===== config.mk =====
export PLATFORM = sky130hd
export DESIGN_NAME = alu_cmd_sequencer
export DESIGN_NICKNAME = d
export VERILOG_FILES = /design/src/rtl/alu_pkg.sv /design/src/rtl/alu_cmd_fifo.sv /design/src/rtl/alu_cmd_sequencer.sv
export SDC_FILE = /design/constraint.sdc
export NUM_CORES = 1
export LEC_CHECK = 0
export BUFFER_PORTS_ARGS = -buffer_cell sky130_fd_sc_hd__clkbuf_2
export CAP_MARGIN = 25
export CORE_ASPECT_RATIO = 0.75
export CORE_MARGIN = 2
export CORE_UTILIZATION = 51
export CTS_CLUSTER_SIZE = 24
export DETAILED_ROUTE_END_ITERATION = 6
export PLACE_DENSITY = 0.75
export SLEW_MARGIN = 25
export SYNTH_ARGS = -nofsm -noshare
export SYNTH_HDL_FRONTEND = slang
export SYNTH_SLANG_ARGS = --single-unit

===== constraint.sdc =====
create_clock -name clk -period 2.7 [get_ports clk]
set_clock_uncertainty 0.05 [all_clocks]
set_input_delay 0.405 -clock clk [delete_from_list [all_inputs] [get_ports clk]]
set_output_delay 0.405 -clock clk [all_outputs]
set_load 0.02 [all_outputs]

===== src/rtl/alu_pkg.sv =====
// Shared definitions for the ALU issue stage: opcodes, FSM encoding, command layout.
package alu_pkg;

  localparam int unsigned OP_W       = 3;
  localparam int unsigned DEF_DATA_W = 8;
  localparam int unsigned DEF_TAG_W  = 4;

  localparam logic [OP_W-1:0] OP_ADD  = 3'd0;
  localparam logic [OP_W-1:0] OP_SUB  = 3'd1;
  localparam logic [OP_W-1:0] OP_MUL  = 3'd2;
  localparam logic [OP_W-1:0] OP_AND  = 3'd3;
  localparam logic [OP_W-1:0] OP_OR   = 3'd4;
  localparam logic [OP_W-1:0] OP_NAND = 3'd5;
  localparam logic [OP_W-1:0] OP_NOR  = 3'd6;
  localparam logic [OP_W-1:0] OP_XOR  = 3'd7;

  typedef enum logic [1:0] {
    IDLE = 2'd0,
    EXEC = 2'd1,
    RESP = 2'd2
  } seq_state_e;

  // Command payload for the default configuration, MSB first: {op, a, b, tag}
  typedef struct packed {
    logic [OP_W-1:0]       op;
    logic [DEF_DATA_W-1:0] a;
    logic [DEF_DATA_W-1:0] b;
    logic [DEF_TAG_W-1:0]  tag;
  } alu_cmd_t;

  localparam int unsigned CMD_W = $bits(alu_cmd_t);

  // Only ADD and SUB produce a meaningful carry; other ops leave it stale
  function automatic logic op_has_carry(input logic [OP_W-1:0] op);
    return (op == OP_ADD) || (op == OP_SUB);
  endfunction

endpackage


===== src/rtl/alu_cmd_fifo.sv =====
// Synchronous FIFO with extra-MSB pointers for full/empty distinction.
module alu_cmd_fifo #(
  parameter int unsigned DEPTH = 4,
  parameter int unsigned WIDTH = 8
) (
  input  logic                     clk,
  input  logic                     rst_n,
  input  logic                     push,
  input  logic [WIDTH-1:0]         wdata,
  input  logic                     pop,
  output logic [WIDTH-1:0]         rdata,
  output logic [$clog2(DEPTH):0]   count,
  output logic                     full,
  output logic                     empty
);

  localparam int unsigned AW = $clog2(DEPTH);
  localparam int unsigned PW = AW + 1;

  logic [WIDTH-1:0] mem_q [DEPTH];
  logic [WIDTH-1:0] mem_d [DEPTH];
  logic [PW-1:0]    wr_ptr_q, wr_ptr_d;
  logic [PW-1:0]    rd_ptr_q, rd_ptr_d;
  logic             do_push, do_pop;

  assign empty   = (wr_ptr_q == rd_ptr_q);
  assign full    = (wr_ptr_q[AW] != rd_ptr_q[AW]) &&
                   (wr_ptr_q[AW-1:0] == rd_ptr_q[AW-1:0]);
  assign count   = wr_ptr_q - rd_ptr_q;
  assign do_push = push && !full;
  assign do_pop  = pop && !empty;
  assign rdata   = mem_q[rd_ptr_q[AW-1:0]];

  // Next storage and pointer values; pointers wrap naturally
  always_comb begin
    mem_d    = mem_q;
    wr_ptr_d = wr_ptr_q;
    rd_ptr_d = rd_ptr_q;
    if (do_push) begin
      mem_d[wr_ptr_q[AW-1:0]] = wdata;
      wr_ptr_d                = wr_ptr_q + PW'(1);
    end
    if (do_pop) begin
      rd_ptr_d = rd_ptr_q + PW'(1);
    end
  end

  // Storage and pointer registers
  always_ff @(posedge clk or negedge rst_n) begin
    if (!rst_n) begin
      for (int i = 0; i < DEPTH; i++) begin
        mem_q[i] <= '0;
      end
      wr_ptr_q <= '0;
      rd_ptr_q <= '0;
    end else begin
      mem_q    <= mem_d;
      wr_ptr_q <= wr_ptr_d;
      rd_ptr_q <= rd_ptr_d;
    end
  end

endmodule


===== src/rtl/alu_cmd_sequencer.sv =====
// Issue stage for the 8-bit ALU: queues tagged commands, drives the ALU one at a
// time through registered inputs and returns responses in command order.
module alu_cmd_sequencer
  import alu_pkg::*;
#(
  parameter int unsigned FIFO_DEPTH = 4,
  parameter int unsigned DATA_W     = DEF_DATA_W,
  parameter int unsigned TAG_W      = DEF_TAG_W
) (
  input  logic                          clk,
  input  logic                          rst_n,
  input  logic                          cmd_valid,
  output logic                          cmd_ready,
  input  logic [OP_W-1:0]               cmd_op,
  input  logic [DATA_W-1:0]             cmd_a,
  input  logic [DATA_W-1:0]             cmd_b,
  input  logic [TAG_W-1:0]              cmd_tag,
  output logic [OP_W-1:0]               alu_operation,
  output logic [DATA_W-1:0]             alu_operand_A,
  output logic [DATA_W-1:0]             alu_operand_B,
  input  logic [2*DATA_W-1:0]           alu_result,
  input  logic                          alu_carry_flag,
  input  logic                          alu_zero_flag,
  output logic                          rsp_valid,
  input  logic                          rsp_ready,
  output logic [2*DATA_W-1:0]           rsp_result,
  output logic                          rsp_carry,
  output logic                          rsp_zero,
  output logic [TAG_W-1:0]              rsp_tag,
  output logic                          busy,
  output logic [$clog2(FIFO_DEPTH):0]   fifo_count
);

  localparam int unsigned RES_W = 2 * DATA_W;
  localparam int unsigned ENT_W = OP_W + 2 * DATA_W + TAG_W;

  seq_state_e          state_q, state_d;
  logic [OP_W-1:0]     alu_op_q, alu_op_d;
  logic [DATA_W-1:0]   alu_a_q, alu_a_d;
  logic [DATA_W-1:0]   alu_b_q, alu_b_d;
  logic [TAG_W-1:0]    tag_q, tag_d;
  logic                rsp_valid_q, rsp_valid_d;
  logic [RES_W-1:0]    rsp_result_q, rsp_result_d;
  logic                rsp_carry_q, rsp_carry_d;
  logic                rsp_zero_q, rsp_zero_d;
  logic [TAG_W-1:0]    rsp_tag_q, rsp_tag_d;

  logic                fifo_push, fifo_pop, fifo_full, fifo_empty;
  logic [ENT_W-1:0]    fifo_wdata, fifo_rdata;
  logic [OP_W-1:0]     head_op;
  logic [DATA_W-1:0]   head_a, head_b;
  logic [TAG_W-1:0]    head_tag;

  assign cmd_ready  = !fifo_full;
  assign fifo_push  = cmd_valid && cmd_ready;
  assign fifo_wdata = {cmd_op, cmd_a, cmd_b, cmd_tag};
  assign {head_op, head_a, head_b, head_tag} = fifo_rdata;

  alu_cmd_fifo #(
    .DEPTH (FIFO_DEPTH),
    .WIDTH (ENT_W)
  ) u_fifo (
    .clk   (clk),
    .rst_n (rst_n),
    .push  (fifo_push),
    .wdata (fifo_wdata),
    .pop   (fifo_pop),
    .rdata (fifo_rdata),
    .count (fifo_count),
    .full  (fifo_full),
    .empty (fifo_empty)
  );

  // Issue/capture/response sequencing and next register values
  always_comb begin
    state_d      = state_q;
    alu_op_d     = alu_op_q;
    alu_a_d      = alu_a_q;
    alu_b_d      = alu_b_q;
    tag_d        = tag_q;
    rsp_valid_d  = rsp_valid_q;
    rsp_result_d = rsp_result_q;
    rsp_carry_d  = rsp_carry_q;
    rsp_zero_d   = rsp_zero_q;
    rsp_tag_d    = rsp_tag_q;
    fifo_pop     = 1'b0;

    case (state_q)
      IDLE: begin
        if (!fifo_empty) begin
          fifo_pop = 1'b1;
          alu_op_d = head_op;
          alu_a_d  = head_a;
          alu_b_d  = head_b;
          tag_d    = head_tag;
          state_d  = EXEC;
        end
      end
      EXEC: begin
        rsp_result_d = alu_result;
        rsp_carry_d  = op_has_carry(alu_op_q) ? alu_carry_flag : 1'b0;
        rsp_zero_d   = alu_zero_flag;
        rsp_tag_d    = tag_q;
        rsp_valid_d  = 1'b1;
        state_d      = RESP;
      end
      RESP: begin
        if (rsp_ready) begin
          rsp_valid_d = 1'b0;
          if (!fifo_empty) begin
            fifo_pop = 1'b1;
            alu_op_d = head_op;
            alu_a_d  = head_a;
            alu_b_d  = head_b;
            tag_d    = head_tag;
            state_d  = EXEC;
          end else begin
            state_d = IDLE;
          end
        end
      end
      default: begin
        state_d = IDLE;
      end
    endcase
  end

  // State, ALU-input and response registers
  always_ff @(posedge clk or negedge rst_n) begin
    if (!rst_n) begin
      state_q      <= IDLE;
      alu_op_q     <= '0;
      alu_a_q      <= '0;
      alu_b_q      <= '0;
      tag_q        <= '0;
      rsp_valid_q  <= 1'b0;
      rsp_result_q <= '0;
      rsp_carry_q  <= 1'b0;
      rsp_zero_q   <= 1'b0;
      rsp_tag_q    <= '0;
    end else begin
      state_q      <= state_d;
      alu_op_q     <= alu_op_d;
      alu_a_q      <= alu_a_d;
      alu_b_q      <= alu_b_d;
      tag_q        <= tag_d;
      rsp_valid_q  <= rsp_valid_d;
      rsp_result_q <= rsp_result_d;
      rsp_carry_q  <= rsp_carry_d;
      rsp_zero_q   <= rsp_zero_d;
      rsp_tag_q    <= rsp_tag_d;
    end
  end

  assign alu_operation = alu_op_q;
  assign alu_operand_A = alu_a_q;
  assign alu_operand_B = alu_b_q;
  assign rsp_valid     = rsp_valid_q;
  assign rsp_result    = rsp_result_q;
  assign rsp_carry     = rsp_carry_q;
  assign rsp_zero      = rsp_zero_q;
  assign rsp_tag       = rsp_tag_q;
  assign busy          = (state_q != IDLE) || !fifo_empty;

endmodule


# == Yosys cells after proc, flatten, opt, wreduce, memory -nomap -nowiden ==
# Cells that the tools add are included.
# word_totals
reg_bits,146
latchBits,0
ramBits,0
mem_bits_ro,0
inputBits,45
out_inout_bits,47
word_cells,77
memories,0
# op_classes
addsub,3
n_mul,0
div_mod_pow,0
n_lt_le_gt_ge,3
eq_ne,8
shifts,0
mux,28
bitwise_logic,2
reduce_logical,17
# op_table
operator,count
bitwise mux 92 bit,1
two-way mux 23 bit,3
binary-select mux 23 bit (select 2 bit),1
demux 23 bit (select 2 bit),1
two-way mux 8 bit,4
one-hot mux 8 bit (2 select lines),2
two-way mux 4 bit,2
one-hot mux 4 bit (2 select lines),1
adder 3 x 1 -> 3 bit (second input constant),2
greater-or-equal comparator 3 bit (second input constant),2
two-way mux 3 bit,2
NOT 2 -> 3 bit,2
one-hot mux 2 bit (3 select lines),1
one-hot mux 3 bit (2 select lines),1
AND reduction 2 bit,3
nonzero test 2 bit,3
logical AND 1 bit,5
two-way mux 1 bit,5
two-way mux 2 bit,2
!= test 2 bit (second input constant),2
one-hot mux 1 bit (2 select lines),2
== test 3 x 1 -> 1 bit (second input constant),1
== test 3 bit,1
logical NOT 3 bit,1
9 further kinds,11

# == Logic depth before layout (Yosys ltp) ==
# Gate-level depths: netlist of run 1.
# depth
depth_word,7
depth_mapped,9
ltp_nobuf,5

# == Cells and area by module ==
# A second synthesis of run 1 with hierarchy kept.
# unflattened
hier_cells,426
hier_area_um2,6631.4
# by_module_without_submodules
module,n_inst,cells_each,area_per_inst_um2,seq_area_each_um2
alu_cmd_fifo,1,269,4787.1,2452.4
alu_cmd_sequencer,1,157,1844.3,1201.2

# == Worst setup path before layout of run 1 ==
# No wires, ideal clock.
# synth_timing
path_type,register to register
from,reg u_fifo.rd_ptr_q[1]
to,reg u_fifo.mem_q[14] (netlist name)
setup_time_ps,125
t_arrival_ps,2511
required_time_ps,2525
path_slack_ps,14
stages_incl_launch_ff,10
n_path_buf,4
period_less_slack_ps,2686
cell_sequence,dfrtp_1 -> clkbuf_1 -> clkbuf_1 -> inv_1 -> ha_1 -> and2_0 -> clkbuf_1 -> a21oi_2 -> buf_2 -> mux2_2
# synth_between
elab_chain_cells,5
# synth_rtl
element,line_no,rtl
start: declaration,alu_cmd_fifo.sv:23,"logic [PW-1:0] rd_ptr_q, rd_ptr_d;"
start signal: assignment,alu_cmd_fifo.sv:59,rd_ptr_q <= rd_ptr_d;
== test 2 bit *,alu_cmd_fifo.sv:28,(wr_ptr_q[AW-1:0] == rd_ptr_q[AW-1:0]);
logical AND 1 bit *,alu_cmd_fifo.sv:27,assign full = (wr_ptr_q[AW] != rd_ptr_q[AW]) &&
logical NOT 1 bit *,"alu_cmd_fifo.sv:30, alu_cmd_sequencer.sv:54",
logical AND 1 bit,alu_cmd_sequencer.sv:55,assign fifo_push = cmd_valid && cmd_ready;
logical AND 1 bit *,alu_cmd_fifo.sv:30,assign do_push = push && !full;
end signal: assignment,alu_cmd_fifo.sv:57,mem_q <= mem_d;
end: declaration,alu_cmd_fifo.sv:20,logic [WIDTH-1:0] mem_q [DEPTH];
# Every way passes the cells marked *; elsewhere a longest branch is shown, timed or not.
# A chain may end at the register's enable or synchronous reset.

# == Final worst setup path of run 1 ==
# layout_timing
from,reg u_fifo.wr_ptr_q[0]
to,out busy
# layout_between
elab_chain_cells,3
# layout_rtl
element,line_no,rtl
start: declaration,alu_cmd_fifo.sv:22,"logic [PW-1:0] wr_ptr_q, wr_ptr_d;"
start signal: assignment,alu_cmd_fifo.sv:58,wr_ptr_q <= wr_ptr_d;
== test 3 bit,alu_cmd_fifo.sv:26,assign empty = (wr_ptr_q == rd_ptr_q);
logical NOT 1 bit,alu_cmd_sequencer.sv:163,assign busy = (state_q != IDLE) || !fifo_empty;
logical OR 1 bit,alu_cmd_sequencer.sv:163,
end: declaration,alu_cmd_sequencer.sv:30,"output logic busy,"
# Every way passes these cells.

==> results.py, run 1 <==
metrics = {
    "yosys": {
        "ys_seq_area_share_pct": 59.2,
        "yosysUniqueCellTypes": 26,
        "post-synth-top-count-cell": "dfrtp_1",
        "synth_top_cell_area_share_pct": 59.2,
        "syn_area_um2": 6180,
        "avgSynthCellArea_um2": 16.6,
        "synthArstFlopShare_pct": 100,
        "yosysWarningCount": 0,
        "synth_edf_count": 0,
        "syn-instance-count": 372,
        "synth-seq-cells": 146,
        "syn-num-nets": 425,
        "synth_area_leaders": "dfrtp_1 59%, mux2_2 24%, mux4_2 8.4%",
        "synth_top_cell_by_area": "dfrtp_1",
        "ys_top_cells_by_count": "146 x dfrtp_1, 132 x mux2_2, 23 x mux4_2, 11 x buf_2",
        "ys.flop_type": "dfrtp_1",
    },
    "floorplanning": {
        "core_area_um2": 11700,
        "io_pins": 92,
        "start_util_pct": 52.8,
        "dieArea_um2": 13000,
        "die_height_um": 99.3,
        "rows": 34,
        "die_w_um": 131,
    },
    "min_path": {
        "hold_path_class": "in -> reg",
    },
    "cts": {
        "clk_latency_ns": 0.41,
        "post_cts_buffers": 0,
        "htree_levels": 4,
        "clk_path_buf_depth": 2,
        "clock-sinks": 146,
        "cts_made_buffers": 17,
        "cts.clk_slew.worst_paths_ns": 0.06,
        "cts_root_buf": "clkbuf_16",
        "cts_resized": 0,
        "cts_tree": "built",
    },
    "layout": {
        "nets": 525,
        "design_area_um2": 7490,
        "antenna_cells": 0,
        "fillCellCount": 848,
        "drive_gt1_share_pct": 60.6,
        "synthToLayoutAreaGrowth_pct": 21.2,
    },
    "worst_setup_path": {
        "setup.worst_path.start": "u_fifo.wr_ptr_q[0]$_DFFE_PN0P_",
        "timing.rr.start": "u_fifo.wr_ptr_q[0]$_DFFE_PN0P_",
        "arrival_ns": 1.96,
        "required_ns": 2.25,
        "crit_path_start_kind": "flop",
        "cp-end-kind": "output port",
        "r2r-end": "u_fifo.mem_q[75]$_DFFE_PN0P_",
        "endpoint": "busy",
        "worst-r2r-setup-slack_ns": 0.43,
        "reg2regPathDepth": 7,
        "worstSetupPathType": "reg -> out",
        "cp_max_fo": 4,
    },
    "pwr": {
        "pwr-share-comb_pct": 41.7,
        "ir_drop_mv": 0.637,
        "p_per_area_nw_per_um2": 1460,
        "leakage_nw": 3.32,
        "seqPwrFrac_pct": 36.3,
        "p_int_mw": 7.29,
        "p_clk_share_pct": 22.0,
        "p_sw_mw": 3.66,
        "finalPower_mw": 10.9,
        "sw_frac_of_total_pct": 33.4,
    },
    "route": {
        "routed_wl_mm": 11.7,
        "wl_met1_mm": 5.57,
        "detail_route.iter0.violations": 152,
        "top_layer": "met4",
        "met3_length_um": 532,
        "drc": 0,
        "dr_wl_met2_mm": 5.49,
        "final_antenna_net_count": 0,
        "viasPerCell": 5.28,
        "wl_per_cell_um": 18.1,
        "vias": 3414,
        "drt-pass1-iter-count": 4,
    },
    "global_routing": {
        "antenna_found_initial": 0,
        "first_global_vias": 3749,
        "grt_max_degree": 83,
        "grt_overflow_total": 0,
        "grt_usage_pct": 19.6,
        "grt_pass1_wl_mm": 19.2,
    },
    "sta": {
        "tightest_slew_ns": 0.744,
        "rsz0062_at_grt": "false",
        "fmax_mhz": 414,
        "period_minus_slack_ns": 2.42,
        "slew_viol_final": 0,
        "fin_setup_tns_ns": 0,
        "finalHoldViolations": 0,
        "period_share_pct": 89.6,
        "setup_violations": 0,
        "maxSlewHeadroom_pct": 50.3,
    },
    "placement": {
        "portBuffers": 91,
        "dp_hpwl_mm": 7.39,
        "place.gp.congestion": 0.777,
        "postPlaceCellArea_um2": 6860,
    },
    "job": {
        "max-cap-violations": 0,
    },
    "run_status": {
        "status": "completed",
    },
}
[cells by family after synthesis]
family	synth area share [%]
compound gates	1.42
xor+xnor	0.973
fa+ha+maj	1.74
buf+inv	2.23
flops	59.2
mux	33.5
simple gates	0.932
[stage by stage]
step	worst slack (ns)	instances	hold slack (ns)	util, %
global route	0.238	647	0.158	64.0
global placement	0.506	614	0.288	58.6
floorplan	0.0144	372	0.0594	-
detailed placement	0.471	614	0.296	58.6
CTS	0.285	647	0.159	64.0
finish	0.282	647	0.169	64.0
[power groups by stage]
stage	Sequential (mW)	Clock (mW)	Combinational [mW]
after floorplan	4.22	0	3.10
after global placement	3.91	0	4.47
after detailed placement	4.00	0	4.61
after CTS	3.98	2.45	4.63
after global routing	4.13	2.55	4.95
final	3.98	2.40	4.56
[layer usage]
metal	GRT usage, %	up-vias
li1	-	1546
met1	27.3	1779
met2	30.3	76
met3	5.70	13
met4	5.40	0
met5	0	-
[sequential cells by signal, summed over array words and instances, names as in the netlist]
signal           flops
alu_operation        3
tag_q                4
u_fifo.rd_ptr_q      3
alu_operand_A        8
rsp_tag              4
alu_operand_B        8
rsp_result          16
state_q              2
u_fifo.mem_q        92
rsp_valid            1
rsp_zero             1
rsp_carry            1
u_fifo.wr_ptr_q      3
[what timing repair did]
action,CTS,global route
hold buffers,1,0
hold endpoints to repair,39,0
setup endpoints to repair,0,0
[cell type report]
type	count	area, um^2	share of cell area (%)
repair buffers	102	572	7.64
clock inverters	11	154	2.06
multi-input cells	198	2420	32.3
clock buffers	21	460	6.15
inverters	7	26.3	0.351
well taps	162	203	2.71
flip-flops and latches	146	3650	48.8
[cell usage in the layout, fill, tap and decap left out, drive strengths merged]
master	count
dfrtp	146
mux2	138
clkbuf	111
mux4	23
buf	11
inv	8
nand2	7
ha	7
a21oi	6
clkinvlp	5
xor2	4
bufinv	3
xnor2	2
clkinv	2
nand2b	2
or4	1
and2	1
o211a	1
a21bo	1
o2111ai	1
nor3	1
a22o	1
o21ai	1
fa	1
dlygate4sd3	1
[critical path: stages, from the launching register on]
cell and delay [ns]:
dfrtp_1 0.42, inv_1 0.11, ha_1 0.33, nand2_1 0.10
or4_1 0.42, clkbuf_2 0.17
[worst min path at each step]
stage / startpoint / end / slack, ns / depth (start not counted)
global placement: rst_n / u_fifo.wr_ptr_q[1]$_DFFE_PN0P_ / 0.29 / 1
global route: alu_result[13] / rsp_result[13]$_DFFE_PN0P_ / 0.16 / 2
CTS: alu_result[13] / rsp_result[13]$_DFFE_PN0P_ / 0.16 / 2
finish: alu_result[5] / rsp_result[5]$_DFFE_PN0P_ / 0.17 / 2
floorplan: rst_n / alu_operand_A[0]$_DFFE_PN0P_ / 0.06 / 0
detailed placement: rst_n / state_q[0]$_DFFE_PN0P_ / 0.30 / 1
(Power assumes the default switching activity.)
==> inputs of run 2 (changes only) <==
--- a/config.mk
+++ b/config.mk
@@ -5,14 +5,15 @@
 export SDC_FILE = /design/constraint.sdc
 export NUM_CORES = 1
 export LEC_CHECK = 0
+export ABC_AREA = 1
 export BUFFER_PORTS_ARGS = -buffer_cell sky130_fd_sc_hd__clkbuf_2
 export CAP_MARGIN = 25
 export CORE_ASPECT_RATIO = 0.75
 export CORE_MARGIN = 2
-export CORE_UTILIZATION = 51
+export CORE_UTILIZATION = 52
 export CTS_CLUSTER_SIZE = 24
 export DETAILED_ROUTE_END_ITERATION = 6
-export PLACE_DENSITY = 0.75
+export PLACE_DENSITY = 0.76
 export SLEW_MARGIN = 25
 export SYNTH_ARGS = -nofsm -noshare
 export SYNTH_HDL_FRONTEND = slang
==> run 2 against run 1 <==
Compared with the run above:
- design area increased by 7.2%
- worst hold slack got worse by 0.043 ns
- maximum frequency decreased by 0.28%
- final cell count increased by 77%
- clock power decreased by 8.7%
- first-iteration DRC count increased to 3.6 times the previous value
- synthesized cell count increased by 140%
- core utilization decreased by 2.6 points
- global-route usage increased by 6.8 points
==> results.py, run 2 <==
metrics = {
    "run_status": {
        "status": "completed",
    },
    "yosys": {
        "yosysUniqueCellTypes": 23,
        "ys_seq_area_share_pct": 52.2,
        "syn-instance-count": 888,
        "synth_top_family_by_area": "simple AND/OR/NAND/NOR gates",
        "synth_top_cell_area_share_pct": 52.2,
        "synthArstFlopShare_pct": 100,
        "synthMuxAreaShare_pct": 0,
        "synth_top_cell_by_area": "dfrtp_1",
        "synthXorXnorAreaFrac_pct": 0.250,
        "synth_area_leaders": "dfrtp_1 52%, nand2_1 29%, nand4_1 8.4%",
        "synth_simple_gate_area_share_pct": 39.4,
        "syn_area_um2": 7000,
        "synth_edf_count": 0,
        "ys_top_cells_by_count": "544 x nand2_1, 146 x dfrtp_1, 94 x nand4_1, 20 x buf_2, 18 x clkbuf_1",
        "yosysWarningCount": 0,
        "avgSynthCellArea_um2": 7.88,
        "ys.flop_type": "dfrtp_1",
        "synth_adder_area_share_pct": 1.54,
        "synth-seq-cells": 146,
        "syn-num-nets": 941,
        "post-synth-top-count-cell": "nand2_1",
        "synth_compound_area_share_pct": 0.501,
    },
    "layout": {
        "nets": 1011,
        "antenna_cells": 0,
        "multi_input_area_um2": 2920,
        "drive_gt1_share_pct": 16.1,
        "regArea_um2": 3650,
        "fin_cells": 1142,
        "fillCellCount": 1133,
        "layout_common_cells": "544 x nand2_1, 146 x dfrtp_1, 94 x nand4_1",
        "largest_reg_flops": 92,
        "final_util_pct": 61.4,
        "regMostFlops": "u_fifo.mem_q",
        "synthToLayoutAreaGrowth_pct": 14.7,
        "layout_commonest_cell": "nand2_1",
    },
    "route": {
        "vias": 6165,
        "routed_wl_mm": 17.8,
        "detail_route.iter0.violations": 543,
        "viasPerCell": 5.40,
        "final_antenna_net_count": 0,
        "wl_per_cell_um": 15.6,
        "drt-pass1-iter-count": 5,
        "drc": 0,
    },
    "global_routing": {
        "first_global_vias": 5873,
        "grt_pass1_wl_mm": 29.4,
        "grt_overflow_total": 0,
        "grt_usage_pct": 26.3,
        "antenna_found_initial": 0,
        "grt_max_degree": 61,
    },
    "floorplanning": {
        "start_util_pct": 53.6,
        "io_pins": 92,
        "die_height_um": 104,
        "core_area_um2": 13100,
        "die_w_um": 138,
        "rows": 36,
        "dieArea_um2": 14400,
    },
    "pwr": {
        "p_per_area_nw_per_um2": 1370,
        "leakage_nw": 4.55,
        "ir_drop_mv": 0.674,
    },
    "cts": {
        "cts_root_buf": "clkbuf_16",
        "cts_resized": 0,
        "cts_made_buffers": 17,
        "cts.clk_slew.worst_paths_ns": 0.06,
        "hold_buffers": 1,
        "clock-sinks": 146,
        "cts_tree": "built",
        "post_cts_buffers": 0,
        "htree_levels": 4,
        "clk_path_buf_depth": 2,
        "clk_latency_ns": 0.43,
    },
    "sta": {
        "worst_slack_ns": 0.275,
        "rsz0062_at_grt": "false",
        "finalHoldViolations": 0,
        "setup_violations": 0,
        "slew_viol_final": 0,
        "period_share_pct": 89.8,
        "fin_setup_tns_ns": 0,
        "fmax_mhz": 412,
        "tightest_slew_ns": 0.710,
        "maxSlewHeadroom_pct": 52.6,
        "period_minus_slack_ns": 2.43,
    },
    "placement": {
        "dp_hpwl_mm": 11.1,
        "pre_cts_slack_ns": 0.695,
        "portBuffers": 91,
        "place.gp.congestion": 0.826,
        "dpl.cell_count": 1109,
    },
    "worst_setup_path": {
        "cp_max_fo": 4,
        "setup.worst_path.start": "u_fifo.wr_ptr_q[0]$_DFFE_PN0P_",
        "timing.rr.start": "u_fifo.rd_ptr_q[1]$_DFFE_PN0P_",
        "crit_path_start_kind": "flop",
        "reg2regPathDepth": 8,
        "worstSetupPathType": "reg -> out",
        "r2r-end": "u_fifo.mem_q[20]$_DFFE_PN0P_",
        "worst-r2r-setup-slack_ns": 0.65,
        "endpoint": "fifo_count[2]",
        "required_ns": 2.25,
        "arrival_ns": 1.97,
        "cp-end-kind": "output port",
    },
    "min_path": {
        "hold_start": "alu_result[9]",
        "hold_path_class": "in -> reg",
        "hold_depth": 3,
    },
    "job": {
        "max-cap-violations": 0,
    },
}
[run 2: cell types whose count changed in the layout (fill, tap and decap cells not counted), moves of 3 or more]
| cell | previous run | this run |
|---|---|---|
| nand3_4 | 0 | 5 |
| mux2_1 | 6 | 0 |
| mux4_2 | 23 | 0 |
| buf_4 | 8 | 21 |
| mux2_2 | 132 | 0 |
| nand4_1 | 0 | 94 |
| nand2_2 | 0 | 3 |
| nand3_1 | 0 | 4 |
| bufinv_16 | 3 | 0 |
| inv_6 | 1 | 6 |
| a21oi_4 | 4 | 1 |
| nand2_1 | 7 | 544 |
| inv_1 | 7 | 12 |
[run 2: power breakdown]
part | switching (mW) | internal [mW] | total [mW]
clock | 0.995 | 1.20 | 2.19
combinational | 3.55 | 1.48 | 5.02
sequential | 0.548 | 3.20 | 3.75
total | 5.09 | 5.88 | 11.0
[run 2: cell type report]
| cell class | count | area share (%) |
|---|---|---|
| flip-flops and latches | 146 | 45.5 |
| multi-input cells | 666 | 36.4 |
| repair buffers | 113 | 7.84 |
| clock buffers | 17 | 5.30 |
| well taps | 171 | 2.67 |
| clock inverters | 15 | 1.56 |
| inverters | 14 | 0.655 |
[run 2: per-layer routing]
metal / GRT usage, % / up-vias / part of all wire (%)
met4: 7.94 / 0 / 1.2
met2: 37.3 / 248 / 43
met3: 6.87 / 18 / 8.9
met1: 39.6 / 2927 / 47
li1: - / 2972 / -
met5: 0 / - / 0
[run 2: cells by family (layout without fill, tap and decap cells)]
group,count (synthesis),in the layout
AND/OR/NAND/NOR,652,652
flip-flops,146,146
buffers and inverters,76,159
adder cells (fa/ha/maj),8,8
AO/OA/AOI/OAI,4,4
XOR/XNOR,2,2
[run 2: metrics by stage]
stage          power (mW)  area, um^2  hold WS (ns)
2_1_floorplan        7.42        7000        0.0594
3_3_place_gp         8.63        7460         0.363
3_5_place_dp         8.76        7460         0.367
4_1_cts              11.0        8020         0.119
5_1_grt              11.9        8020         0.131
6_report             11.0        8020         0.126
[run 2: how the worst min path moves through the flow]
| stage | endpoint |
|---|---|
| CTS | rsp_result[9]$_DFFE_PN0P_ |
| finish | rsp_result[9]$_DFFE_PN0P_ |
| global placement | u_fifo.mem_q[56]$_DFFE_PN0P_ |
| global route | rsp_result[2]$_DFFE_PN0P_ |
| floorplan | alu_operand_A[0]$_DFFE_PN0P_ |
| detailed placement | u_fifo.mem_q[77]$_DFFE_PN0P_ |
[run 2: worst max-delay path: stages, from the launching register on]
cell	delay [ns]
dfrtp_1	0.39
inv_1	0.12
ha_1	0.21
fa_1	0.39
xnor2_1	0.22
clkbuf_2	0.21
